**src/rtl/zreg_sequencer_if.sv**
```systemverilog
// Instruction handshake and single-port register-file bus of the zreg sequencer.
// The slave modport is the sequencer; master is the instruction source plus register file.
interface zreg_sequencer_if;
    logic       INSTR_VALID;
    logic       INSTR_READY;
    logic [1:0] INSTR_OP;
    logic [1:0] INSTR_DST;
    logic [1:0] INSTR_SRC;
    logic [7:0] INSTR_IMM;
    logic [7:0] RF_IN;
    logic       RF_OPCODE;
    logic [1:0] RF_REG_SEL;
    logic [7:0] RF_OUT;

    modport slave (
        input  INSTR_VALID, INSTR_OP, INSTR_DST, INSTR_SRC, INSTR_IMM, RF_OUT,
        output INSTR_READY, RF_IN, RF_OPCODE, RF_REG_SEL
    );

    modport master (
        output INSTR_VALID, INSTR_OP, INSTR_DST, INSTR_SRC, INSTR_IMM, RF_OUT,
        input  INSTR_READY, RF_IN, RF_OPCODE, RF_REG_SEL
    );
endinterface

```
**src/rtl/zreg_sequencer.sv**
```systemverilog
// Multi-cycle LDI/MOV/ADD/SUB sequencer that serialises operand reads and the
// result write onto the single port of a 4x8-bit register file.
module zreg_sequencer (
    input  logic            CLK,
    input  logic            RST_N,
    zreg_sequencer_if.slave BUS,
    output logic            BUSY,
    output logic            DONE,
    output logic [7:0]      RESULT,
    output logic            ZERO,
    output logic            CARRY
);
    typedef enum logic [1:0] {S_IDLE, S_RD_A, S_RD_B, S_WR} state_t;
    typedef enum logic [1:0] {OP_LDI = 2'b00, OP_MOV = 2'b01, OP_ADD = 2'b10, OP_SUB = 2'b11} op_t;

    state_t     r_state;
    state_t     w_next;
    op_t        r_op;
    logic [1:0] r_dst;
    logic [1:0] r_src;
    logic [7:0] r_imm;
    logic [7:0] r_a;
    logic [7:0] r_b;
    logic [7:0] r_result;
    logic       r_zero;
    logic       r_carry;
    logic       r_done;

    logic       w_handshake;
    logic [8:0] w_sum;
    logic [8:0] w_diff;
    logic [7:0] w_result;
    logic       w_carry;

    // Bit 8 of the 9-bit difference is the borrow (A < B).
    assign w_sum  = {1'b0, r_a} + {1'b0, r_b};
    assign w_diff = {1'b0, r_a} - {1'b0, r_b};

    always_comb begin
        w_result = '0;
        w_carry  = 1'b0;
        case (r_op)
            OP_LDI: w_result = r_imm;
            OP_MOV: w_result = r_a;
            OP_ADD: begin
                w_result = w_sum[7:0];
                w_carry  = w_sum[8];
            end
            OP_SUB: begin
                w_result = w_diff[7:0];
                w_carry  = w_diff[8];
            end
            default: w_result = '0;
        endcase
    end

    assign BUS.INSTR_READY = (r_state == S_IDLE) && RST_N;
    assign w_handshake     = BUS.INSTR_VALID && BUS.INSTR_READY;
    assign BUSY            = (r_state != S_IDLE) && RST_N;

    always_ff @(posedge CLK) begin
        if (!RST_N) r_state <= S_IDLE;
        else        r_state <= w_next;
    end

    always_comb begin
        w_next         = r_state;
        BUS.RF_OPCODE  = 1'b0;
        BUS.RF_REG_SEL = '0;
        BUS.RF_IN      = '0;
        case (r_state)
            S_IDLE: begin
                if (w_handshake) w_next = (op_t'(BUS.INSTR_OP) == OP_LDI) ? S_WR : S_RD_A;
            end
            S_RD_A: begin
                BUS.RF_REG_SEL = (r_op == OP_MOV) ? r_src : r_dst;
                w_next         = (r_op == OP_MOV) ? S_WR : S_RD_B;
            end
            S_RD_B: begin
                BUS.RF_REG_SEL = r_src;
                w_next         = S_WR;
            end
            S_WR: begin
                // Reset gates the strobe so an in-flight write is aborted.
                BUS.RF_OPCODE  = RST_N;
                BUS.RF_REG_SEL = r_dst;
                BUS.RF_IN      = w_result;
                w_next         = S_IDLE;
            end
            default: w_next = S_IDLE;
        endcase
    end

    always_ff @(posedge CLK) begin
        if (!RST_N) begin
            r_op     <= OP_LDI;
            r_dst    <= '0;
            r_src    <= '0;
            r_imm    <= '0;
            r_a      <= '0;
            r_b      <= '0;
            r_result <= '0;
            r_zero   <= 1'b0;
            r_carry  <= 1'b0;
            r_done   <= 1'b0;
        end else begin
            r_done <= (r_state == S_WR);
            case (r_state)
                S_IDLE: begin
                    if (w_handshake) begin
                        r_op  <= op_t'(BUS.INSTR_OP);
                        r_dst <= BUS.INSTR_DST;
                        r_src <= BUS.INSTR_SRC;
                        r_imm <= BUS.INSTR_IMM;
                    end
                end
                S_RD_A: r_a <= BUS.RF_OUT;
                S_RD_B: r_b <= BUS.RF_OUT;
                S_WR: begin
                    r_result <= w_result;
                    if (r_op == OP_ADD || r_op == OP_SUB) begin
                        r_zero  <= (w_result == 8'h00);
                        r_carry <= w_carry;
                    end
                end
                default: ;
            endcase
        end
    end

    assign DONE   = r_done;
    assign RESULT = r_result;
    assign ZERO   = r_zero;
    assign CARRY  = r_carry;
endmodule

```
**src/flat_wrapper.sv**
```systemverilog
// flat-port wrapper written by rule: the top's interface ports become plain ports
module zreg_sequencer_flat 
  (CLK, RST_N, BUSY, DONE, RESULT, ZERO, CARRY, BUS_INSTR_VALID, BUS_INSTR_OP, BUS_INSTR_DST, BUS_INSTR_SRC, BUS_INSTR_IMM, BUS_RF_OUT, BUS_INSTR_READY, BUS_RF_IN, BUS_RF_OPCODE, BUS_RF_REG_SEL);
  zreg_sequencer_if BUS_i ();
  input  logic CLK;
  input  logic RST_N;
  output logic BUSY;
  output logic DONE;
  output logic [7:0] RESULT;
  output logic ZERO;
  output logic CARRY;
  input wire logic [$bits(BUS_i.INSTR_VALID)-1:0] BUS_INSTR_VALID;
  input wire logic [$bits(BUS_i.INSTR_OP)-1:0] BUS_INSTR_OP;
  input wire logic [$bits(BUS_i.INSTR_DST)-1:0] BUS_INSTR_DST;
  input wire logic [$bits(BUS_i.INSTR_SRC)-1:0] BUS_INSTR_SRC;
  input wire logic [$bits(BUS_i.INSTR_IMM)-1:0] BUS_INSTR_IMM;
  input wire logic [$bits(BUS_i.RF_OUT)-1:0] BUS_RF_OUT;
  output wire logic [$bits(BUS_i.INSTR_READY)-1:0] BUS_INSTR_READY;
  output wire logic [$bits(BUS_i.RF_IN)-1:0] BUS_RF_IN;
  output wire logic [$bits(BUS_i.RF_OPCODE)-1:0] BUS_RF_OPCODE;
  output wire logic [$bits(BUS_i.RF_REG_SEL)-1:0] BUS_RF_REG_SEL;
  assign BUS_i.INSTR_VALID = BUS_INSTR_VALID;
  assign BUS_i.INSTR_OP = BUS_INSTR_OP;
  assign BUS_i.INSTR_DST = BUS_INSTR_DST;
  assign BUS_i.INSTR_SRC = BUS_INSTR_SRC;
  assign BUS_i.INSTR_IMM = BUS_INSTR_IMM;
  assign BUS_i.RF_OUT = BUS_RF_OUT;
  assign BUS_INSTR_READY = BUS_i.INSTR_READY;
  assign BUS_RF_IN = BUS_i.RF_IN;
  assign BUS_RF_OPCODE = BUS_i.RF_OPCODE;
  assign BUS_RF_REG_SEL = BUS_i.RF_REG_SEL;
  zreg_sequencer u_core (.CLK(CLK), .RST_N(RST_N), .BUS(BUS_i), .BUSY(BUSY), .DONE(DONE), .RESULT(RESULT), .ZERO(ZERO), .CARRY(CARRY));
endmodule
```
**config.mk**
```make
export PLATFORM = sky130hd
export DESIGN_NAME = zreg_sequencer_flat
export DESIGN_NICKNAME = d
export VERILOG_FILES = /design/src/rtl/zreg_sequencer_if.sv /design/src/rtl/zreg_sequencer.sv /design/src/flat_wrapper.sv
export SDC_FILE = /design/constraint.sdc
export NUM_CORES = 1
export LEC_CHECK = 0
export CAP_MARGIN = 20
export CELL_PAD_IN_SITES_DETAIL_PLACEMENT = 0
export CELL_PAD_IN_SITES_GLOBAL_PLACEMENT = 1
export CORE_MARGIN = 2
export CORE_UTILIZATION = 42
export CTS_CLUSTER_DIAMETER = 40
export DETAILED_ROUTE_END_ITERATION = 8
export GPL_ROUTABILITY_DRIVEN = 0
export PLACE_DENSITY = 0.94
export SETUP_SLACK_MARGIN = 0.3
export SKIP_LAST_GASP = 1
export SLEW_MARGIN = 20
export SYNTH_ARGS = -nofsm -noshare
export SYNTH_HDL_FRONTEND = slang
export SYNTH_SLANG_ARGS = --single-unit
export TNS_END_PERCENT = 100
```
**constraint.sdc**
```tcl
create_clock -name CLK -period 4.9 [get_ports CLK]
set_input_delay 0.49 -clock CLK [delete_from_list [all_inputs] [get_ports CLK]]
set_output_delay 0.49 -clock CLK [all_outputs]
set_load 0.05 [all_outputs]
```
## After elaboration in Yosys (flattened, before gate mapping)

Index checks and enable logic that the tools add are counted.

| storage, ports and cells | value |
|---|---|
| RAM bits | 0 |
| register bits after elaboration | 43 |
| bits of input ports | 25 |
| memory bits (read-only) | 0 |
| memories kept | 0 |
| bits in latches | 0 |

| cells by class | value |
|---|---|
| magnitude comparators | 0 |
| add/subtract/negate cells | 2 |
| bitwise gates (word level) | 0 |
| equality and inequality tests | 7 |
| reductions and logical operators | 11 |
| multipliers | 0 |
| shift operators | 0 |
| divide/modulo/power cells | 0 |
| multiplexer cells | 10 |

Operators with widths:

| kind | number |
|---|---|
| $pmux W8 S4 | 1 |
| $add A8 B8 Y9 | 1 |
| $sub A8 B8 Y9 | 1 |
| $eq A2 B2 Y1 const B | 4 |
| $logic_not A8 Y1 | 1 |
| $mux W8 | 1 |
| $pmux W2 S4 | 1 |
| $logic_not A2 Y1 | 3 |
| $mux W2 | 3 |
| $pmux W2 S3 | 1 |
| $eq A2 B1 Y1 const B | 2 |
| $reduce_and A2 Y1 | 2 |
| $logic_and A1 B1 Y1 | 3 |
| $mux W1 | 2 |
| $ne A2 B1 Y1 const B | 1 |
| $pmux W1 S2 | 1 |
| $reduce_bool A2 Y1 | 1 |
| $logic_or A1 B1 Y1 | 1 |

## Logic depth before layout (Yosys ltp)

| depth | value |
|---|---|
| depth in word-level cells | 5 |
| depth in mapped cells | 11 |

## Worst setup path after synthesis

Ideal clock, no wire load.

| path | value |
|---|---|
| kind | register -> output |
| from | reg u_core.r_a[0] |
| to | out BUS_RF_IN[6] |
| stages on the path, launching flop included | 12 |
| arrival time | 2.570 ns |
| slack | 1.840 ns |
| path buffers | 0 |
| cell sequence | dfxtp_1 inv_1 ha_1 inv_1 fa_1 a21oi_1 o22ai_1 and2_1 a2111oi_2 xnor2_1 a21oi_2 nor2_1 |

| between the ends | value |
|---|---|
| word-level cells in the longest chain between the ends | 3 |

RTL lines:

| what | line | text |
|---|---|---|
| start: declaration | zreg_sequencer.sv:22 | `logic [7:0] r_a;` |
| start signal: assignment | zreg_sequencer.sv:117 | `S_RD_A: r_a <= BUS.RF_OUT;` |
| $sub A8 B8 Y9 / $add A8 B8 Y9 (equally long branches) | zreg_sequencer.sv:37, zreg_sequencer.sv:36 |  |
| $pmux W8 S4 (*) | zreg_sequencer.sv:42 | `case (r_op)` |
| $mux W8 (*) | zreg_sequencer.sv:71 | `case (r_state)` |
| end: declaration | flat_wrapper.sv:19 | `output wire logic [$bits(BUS_i.RF_IN)-1:0] BUS_RF_IN;` |

Mark *: on every way between the ends. The rest lies on a longest branch, timed or not.

## Worst setup path in the final report

| path | value |
|---|---|
| from | reg u_core.r_b[0] |
| to | out BUS_RF_IN[6] |

| between the ends | value |
|---|---|
| word-level cells in the longest chain between the ends | 3 |

RTL lines:

| what | line | text |
|---|---|---|
| start: declaration | zreg_sequencer.sv:23 | `logic [7:0] r_b;` |
| start signal: assignment | zreg_sequencer.sv:118 | `S_RD_B: r_b <= BUS.RF_OUT;` |
| $sub A8 B8 Y9 / $add A8 B8 Y9 (equally long branches) | zreg_sequencer.sv:37, zreg_sequencer.sv:36 |  |
| $pmux W8 S4 (*) | zreg_sequencer.sv:42 |  |
| $mux W8 (*) | zreg_sequencer.sv:71 |  |

Marked as above.

==> flow_metrics.tcl <==
set metrics [dict create \
    synth_fp_nets 389 \
    avgRoutedWirePerCell_um 15.2 \
    syn_inst 341 \
    vdd_drop_max_v 0.000257 \
    fillers 620 \
    antenna_found_initial 0 \
    fin_tns_setup_ns 0 \
    ff2ff_setup_slack_ns 2.41 \
    whs_ns 0.458 \
    ys_warn_count 0 \
    dp_slack_ns 1.33 \
    worst_pin_slew_ns 0.838 \
    post_cts_buffers 0 \
    cp_top_family "buffers and inverters" \
    root_buffer "clkbuf_8" \
    layout.nets 425 \
    cp_cell_sequence "ha_1, inv_1, fa_1, a21oi_1, o22ai_1, and2_1, a2111oi_2, xnor2_1, a21oi_2, nor2_1, clkdlybuf4s50_1" \
    cp.required_ns 4.41 \
    die_x_um 84.7 \
    drt_wl_total_mm 6.91 \
    synth_area_leaders "dfxtp_1, ha_1, mux2i_1, nor2_1, nand2_1" \
    dr.pass1.iters 4 \
    design_area_mm2 0.00332 \
    insertion_delay_ns 0.30 \
    synth_most_common_cell "nor2_1" \
    grt_pass1_vias 2430 \
    core_area_mm2 0.00631 \
    cap_violations 0 \
    synthFlopType "dfxtp_1" \
    timing.final.crit_share_pct 79.5 \
    power_frac_comb_pct 50.6 \
    dp_hpwl_mm 5.02 \
    critPathMaxFanout 4 \
    ys_ff_latch 43 \
    clkPwrFrac_pct 15.7 \
    layout_setup_ws_ns 1.00 \
    slew_violations 0 \
    grt_max_degree 30 \
    fin_skew_ns 0.00554 \
    ctsHoldBuffers 0 \
    p_int_mw 0.805 \
    total_power_mw 1.43 \
    rows 29 \
    grt_pass1_wl_mm 11.6 \
    setup_viol_count_final 0 \
    critPathBufInv 2 \
    avgViaCountPerCell 5.46 \
    synth_edf_count 0 \
    finalHoldViolCount 0 \
    cts_sinks 43 \
    dieArea_mm2 0.00717 \
    fmax_mhz 257 \
    slowest_delay_ns 0.81 \
    synth-async-reset-ratio_pct 0 \
    cts_tree "built" \
    worstSetupPathType "flop to output port" \
    synthToLayoutAreaGrowth_pct 21.4 \
    ys_top_cells_by_count "nor2_1, dfxtp_1, nand2_1" \
    status "finished, final reports clean" \
    numCtsBuffers 5 \
    htreeDepth 2 \
    switchingPower_mw 0.625 \
    placed_cells 447 \
    worstPathArrival_ns 3.41 \
    grt_usage_pct 19.9 \
    io_buffers 48 \
    relSlewSlack_pct 44.1 \
    yosysTopAreaCell "dfxtp_1" \
    die_h_um 84.7 \
    fin_cells 455 \
    min_period_ns 3.90 \
    power_density_mw_per_mm2 431 \
    antenna_cells 0 \
    cts_buffer_depth 2 \
    clkTransAtPathRegs_ns 0.08 \
    p_seq_share_pct 33.7 \
    leakagePower_nw 1.29 \
    hold_class "flop to flop" \
    synth_area_per_cell_um2 8.02 \
    critPathCaptureType "output port" \
    initial_core_util_pct 43.3 \
    globalRouteOverflowTotal 0 \
    synth_top_area_share_pct 31.5 \
    ios 49 \
    postRouteAntennaNets 0 \
    remaining_drc_errors 0 \
    drt-initial-drc-count 162 \
    placed_area_mm2 0.00324 \
    final_core_util_pct 52.6 \
    rsz0062_at_grt "no" \
    netSwitchingFraction_pct 43.7 \
    drive_above_1_share_pct 4.76 \
    start_kind "flop" \
    synth_area_mm2 0.00274 \
    postCtsResizedCells 0 \
    crit_slowest_cell "clkdlybuf4s50_1" \
    yosysUniqueCellTypes 55 \
    vias 2484 \
    ys_seq_area_share_pct 31.5 \
]
## placed cells by master (no fill, tap or decap), drive strengths merged, types with 2 or more instances in the layout
master,instances
a21oi,15
a21o,3
o211ai,4
and2,6
nand2b,2
a211oi,9
mux2i,22
nor2b,8
and3,3
nor3,5
a221oi,2
o21ai,26
dfxtp,43
xnor2,3
inv,21
fa,2
nand3b,2
nor2,45
o31ai,2
ha,21
nand2,43
clkbuf,7
o21a,3
or3,4
buf,3
clkdlybuf4s50,48
nor4,3
nand3,2
## cells by family (layout without fill, tap and decap cells)
kind of cell             after synthesis  count (layout)  share of synthesized area, %
AO/OA/AOI/OAI                         78              78                          19.4
XOR/XNOR                               3               3                         0.961
flip-flops                            43              43                          31.5
AND/OR/NAND/NOR                      128             128                          21.9
buffers and inverters                 43              80                          6.40
multiplexers                          23              23                          8.87
adder cells (fa/ha/maj)               23              23                          11.1
## metal layers
metal	global-route usage, %	vias up	wire length [um]
met4	5.19	0	65
met3	3.34	6	273
met2	34.3	66	3270
met5	0	-	0
li1	-	1247	-
met1	25.8	1165	3290
## cell type report
class / instances / area (um^2) / share of cell area [%]
Clock inverter: 1 / 5.00 / 0.151
Inverter: 21 / 78.8 / 2.37
Tap cell: 77 / 96.3 / 2.90
Sequential cell: 43 / 861 / 25.9
Timing Repair Buffer: 51 / 503 / 15.2
Clock buffer: 7 / 76.3 / 2.30
Multi-Input combinational cell: 255 / 1700 / 51.2
## flip-flops by register name (all words and copies together) (netlist names)
signal and cells:
u_core.ZERO 1, u_core.r_state 2, u_core.r_b 8, u_core.r_op 2
u_core.r_dst 2, u_core.r_a 8, u_core.r_src 2, u_core.CARRY 1
u_core.r_imm 8, u_core.DONE 1, u_core.RESULT 8
## final timing paths
path,from,end,cells past startpoint
min reg2reg,u_core.r_imm[0],u_core.r_imm[0],2
max,u_core.r_b[0],BUS_RF_IN[6],11
min,u_core.r_imm[0],u_core.r_imm[0],2
max reg2reg,u_core.r_b[0],u_core.RESULT[6],10
## power groups by stage
stage	Combinational (mW)	Clock (mW)	Sequential, mW
2_1_floorplan	0.540	0	0.485
3_3_place_gp	0.708	0	0.485
3_5_place_dp	0.716	0	0.490
4_1_cts	0.721	0.230	0.482
5_1_grt	0.800	0.240	0.493
6_report	0.724	0.225	0.482
## tightest hold or removal path, stage by stage (launching register included)
cell and delay [ns]:
dfxtp_1 0.32, nand2_1 0.05, o21ai_0 0.05
No activity file was read; power rests on OpenSTA's default activity.
